===== src/rtl/shim_avst_sink_fifo.sv =====
// AVST ready-latency-0 sink feeding a show-ahead FIFO with a sticky underflow flag.
// Define SHIM_AVST_SINK_STATS_EN to add saturating beat_count/stall_count outputs.
`ifndef DC_BSP_PKG_DEFINED
`define DC_BSP_PKG_DEFINED
package dc_bsp_pkg;
    parameter int SHIM_AVST_DATA_WIDTH = 32;
endpackage
`endif

module shim_avst_sink_fifo #(
    parameter int DATA_WIDTH = dc_bsp_pkg::SHIM_AVST_DATA_WIDTH,
    parameter int DEPTH      = 16
) (
    input  logic                    clk,
    input  logic                    reset_n,
    input  logic                    snk_valid,
    output logic                    snk_ready,
    input  logic [DATA_WIDTH-1:0]   snk_data,
    input  logic                    rd_en,
    output logic [DATA_WIDTH-1:0]   rd_data,
    output logic                    empty,
    output logic [$clog2(DEPTH):0]  fill_level,
    output logic                    underflow_err
`ifdef SHIM_AVST_SINK_STATS_EN
    ,
    output logic [31:0]             beat_count,
    output logic [31:0]             stall_count
`endif
);

    localparam int AW = $clog2(DEPTH);
    localparam int FW = AW + 1;

    logic [DATA_WIDTH-1:0] mem_q [DEPTH];

    logic [AW-1:0] wr_ptr_q, wr_ptr_d;
    logic [AW-1:0] rd_ptr_q, rd_ptr_d;
    logic [FW-1:0] fill_q, fill_d;
    logic          ready_q, ready_d;
    logic          underflow_q, underflow_d;
    logic          push, pop, is_empty;

    assign is_empty = (fill_q == '0);
    assign push     = snk_valid & ready_q;
    assign pop      = rd_en & ~is_empty;

    always_comb begin
        wr_ptr_d    = wr_ptr_q;
        rd_ptr_d    = rd_ptr_q;
        fill_d      = fill_q;
        underflow_d = underflow_q | (rd_en & is_empty);
        if (push) begin
            wr_ptr_d = wr_ptr_q + 1'b1;
        end
        if (pop) begin
            rd_ptr_d = rd_ptr_q + 1'b1;
        end
        case ({push, pop})
            2'b10:   fill_d = fill_q + FW'(1);
            2'b01:   fill_d = fill_q - FW'(1);
            default: fill_d = fill_q;
        endcase
        // Ready is registered from next fill so it never depends on snk_valid in-cycle.
        ready_d = (fill_d < FW'(DEPTH));
    end

    always_ff @(posedge clk or negedge reset_n) begin
        if (!reset_n) begin
            wr_ptr_q    <= '0;
            rd_ptr_q    <= '0;
            fill_q      <= '0;
            ready_q     <= 1'b0;
            underflow_q <= 1'b0;
        end else begin
            wr_ptr_q    <= wr_ptr_d;
            rd_ptr_q    <= rd_ptr_d;
            fill_q      <= fill_d;
            ready_q     <= ready_d;
            underflow_q <= underflow_d;
        end
    end

    // Storage is deliberately not reset; fill_q alone defines which entries are live.
    always_ff @(posedge clk) begin
        if (push) begin
            mem_q[wr_ptr_q] <= snk_data;
        end
    end

    assign snk_ready     = ready_q;
    assign rd_data       = mem_q[rd_ptr_q];
    assign empty         = is_empty;
    assign fill_level    = fill_q;
    assign underflow_err = underflow_q;

`ifdef SHIM_AVST_SINK_STATS_EN
    logic [31:0] beat_q, beat_d;
    logic [31:0] stall_q, stall_d;

    always_comb begin
        beat_d  = beat_q;
        stall_d = stall_q;
        if (push && (beat_q != '1)) begin
            beat_d = beat_q + 32'd1;
        end
        if (snk_valid && !ready_q && (stall_q != '1)) begin
            stall_d = stall_q + 32'd1;
        end
    end

    always_ff @(posedge clk or negedge reset_n) begin
        if (!reset_n) begin
            beat_q  <= '0;
            stall_q <= '0;
        end else begin
            beat_q  <= beat_d;
            stall_q <= stall_d;
        end
    end

    assign beat_count  = beat_q;
    assign stall_count = stall_q;
`endif

endmodule


===== config.mk =====
export PLATFORM = sky130hd
export DESIGN_NAME = shim_avst_sink_fifo
export DESIGN_NICKNAME = d
export VERILOG_FILES = /design/src/rtl/shim_avst_sink_fifo.sv
export SDC_FILE = /design/constraint.sdc
export NUM_CORES = 1
export LEC_CHECK = 0
export CAP_MARGIN = 0
export CORE_MARGIN = 10
export CORE_UTILIZATION = 55
export DETAILED_ROUTE_END_ITERATION = 8
export PLACE_DENSITY_LB_ADDON = 0.05
export SLEW_MARGIN = 20
export SYNTH_ARGS = -nofsm -noshare
export SYNTH_HDL_FRONTEND = slang
export SYNTH_SLANG_ARGS = --single-unit

===== constraint.sdc =====
create_clock -name clk -period 2.7 [get_ports clk]
set_input_delay 0.27 -clock clk [delete_from_list [all_inputs] [get_ports clk]]
set_output_delay 0.27 -clock clk [all_outputs]
set_load 0.05 [all_outputs]

==> results.txt <==
vias per inst = 6.13
Die Span X = 213 um
failing checks = negative setup slack
CP max stage delay = 480 ps
Sum Neg Setup Slack = -617 ps
FMAX = 360 MHz
I/O pin count = 76
Core ar. = 36600 sq um
Ant. Diodes = 0
First DRT Iteration DRCs = 901
R2R setup slack = 100 ps
GRT Total Usage = 0.203
Startpoint Class = flop
global placer's final weighted congestion = 0.737
Clock Sinks = 527
Netlist Area Pre-Place = 20400 sq um
Synth cell types = 31
pwr dens = 1150 nW/um^2
Fillers = 2452
synth top area cells = edfxtp_1, mux4_2, mux2i_1
utilization after layout = 0.674
YS warnings = 0
Min Clock Period, post-route = 2780 ps
Max clock buf depth = 3
multi-input logic area = 4770 sq um
Worst Skew = 12.0 ps
layout cell share with drive strength beyond 1 = 0.286
Final setup viols = 16
total gr overflow = 0
setup ws final = -79.9 ps
Yosys top cell area share = 0.753
critical path class = reg2out
Cells after Synth = 1007
Site Rows = 70
CP arrival = 2510 ps
Initial DRT Pass Iterations = 5
DIE AREA = 45200 sq um
syn nets = 1053
Syn-to-layout area delta = 20.8%
crit path max fanout = 10
final period utilization = 1.03
Root Buffer = clkbuf_16
max_slew headroom = 0.460
Worst-Margin Slew = 810 ps
Crit path buffers/inverters = 4
critical path required time = 2430 ps
RSZ-0062 raised after global routing = true
Clk pin slew, worst setup/hold paths = 60 ps
most frequent cells in the layout = edfxtp_1, mux2i_1, mux4_2, clkbuf_16, a221oi_2
nets@finish = 1208
CTS tree = yes
vias in the first global route = 10400
Final ANT Viol Nets = 0
MaxCap Viol Count = 0
post-synth top area cell = edfxtp_1
crit path capture type = output pin
Hold Fails Final Rpt = 0
H-tree depth = 2
Die Y = 213 um
Reg area = 15800 sq um
vias = 10200
DRC viols = 0
final wirelength = 46100 um
Leak = 0.00843 uW
most common cell after layout, fill and taps aside = edfxtp_1
Clock Latency Late Sink = 570 ps
IO Port Bufs = 75
average size of a mapped cell = 20.3 sq um
WL/cell = 27.7 um
register bit total from synthesis = 527
Initial Util = 0.558
fin. max-slew vios = 0
TritonCTS buffer count = 52
largest net degree at the start of global routing = 45
CP startpoint = rd_ptr_q[0]
slowest CP cell = mux4_2
Most Frequent Cell on Critical Path = buf_6
Reg2Reg Launch Point = fill_level[3]
HPWL Detailed = 23200 um
Hold Crit Class = in2async
outcome = finished, violations left
initial antenna violation count = 0
CP delay by family, top = buffers and inverters
register area share after synthesis = 0.772
first-pass GRT wire length = 67000 um
Peak supply drop = 921 uV
cells along the critical path = buf_12 -> clkbuf_16 -> buf_6 -> mux4_2 -> a22oi_1 -> nand2_1 -> buf_6
state kept, by name (all words and copies together) (netlist names), named ones only:
register	flops
rd_ptr_q	4
snk_ready	1
underflow_err	1
mem_q	512
wr_ptr_q	4
fill_level	4
synth_stat cells:
library cell,instances
edfxtp_1,512
mux2i_1,129
a221oi_1,64
mux4_2,64
nand2_1,36
o21ai_0,35
a22oi_1,32
buf_2,18
clkbuf_1,17
dfrtp_1,15
buf_4,14
and2_1,13
ha_1,9
inv_1,7
xnor2_1,7
and3_1,5
buf_6,5
nand3_1,4
nor2b_1,4
xor2_1,4
a21o_2,2
a21oi_1,2
buf_1,1
fa_1,1
mux2_2,1
mux2_4,1
nor2_2,1
nor3_1,1
nor3b_1,1
or3b_2,1
or4_1,1
path summary, 6_finish.rpt:
check                                end  depth (start not counted)
min in group clk           underflow_err                          2
hold reg to reg            underflow_err                          1
setup reg to reg               snk_ready                         10
hold / removal               rd_ptr_q[2]                          1
setup / recovery             rd_data[28]                          7
max in group asynchronous    wr_ptr_q[3]                          2
stage by stage:
stage	std cells	area (sq um)	hold slack [ps]	total power (uW)	setup WS, ps
after global placement	1550	22200	448	20000	91.9
after CTS	1649	24300	139	27900	-104
after floorplan	1007	20500	-25.6	16800	-331
final	1662	24700	128	28400	-79.9
after global routing	1662	24700	170	29500	-160
after detailed placement	1550	22200	458	20100	64.1
repair_timing:
item / in CTS / in global routing
buffers inserted: 12 / 7
gates cloned: 1 / 6
resized for setup: 72 / 42
pin swaps: 17 / 19
setup endpoints to repair: 33 / 34
hold buffers: 0 / 0
endpoints found under the hold margin: 0 / 0
cell type report:
cell class,instances,area share
inverter,7,0.00122
tap,468,0.0237
sequential,527,0.639
clock inverter,20,0.00878
clock buffer,66,0.0557
multi-input combinational,418,0.193
timing repair buffer,156,0.0780
per-layer routing:
layer / GRT usage / up-vias / part of all wire / routed length [um]
met3: 0.0286 / 63 / 0.043 / 2000
met5: 0 / - / 0 / 0
met2: 0.339 / 262 / 0.51 / 23600
met4: 0.0593 / 0 / 0.021 / 986
met1: 0.274 / 5367 / 0.42 / 19500
li1: - / 4504 / - / -
logic make-up (layout without fill, tap and decap cells):
logic type               after synthesis  after routing  share of synthesized area
XOR/XNOR                              11             11                    0.00472
flip-flops                           527            527                      0.772
multiplexers                         195            195                      0.135
buffers and inverters                 62            249                     0.0169
adder cells (fa/ha/maj)               10             10                    0.00650
AO/OA/AOI/OAI                        135            135                     0.0492
AND/OR/NAND/NOR                       67             67                     0.0161
report_power, final:
part           switching, uW  internal (uW)  leakage, uW  total, uW
clock                   2870           4030     0.000773       6900
combinational           6850           4770      0.00287      11600
sequential               228           9620      0.00478       9850
worst reg2reg max path: stages (launching register included):
cell and delay (ps):
dfrtp_2 410, or4_4 550, nor2_4 140, nor2b_2 70, ha_4 190, ha_4 220, nor2b_2 150, o21ai_2 130
a21oi_1 80, or3b_4 400, xor2_1 150
(Power assumes the default switching activity.)
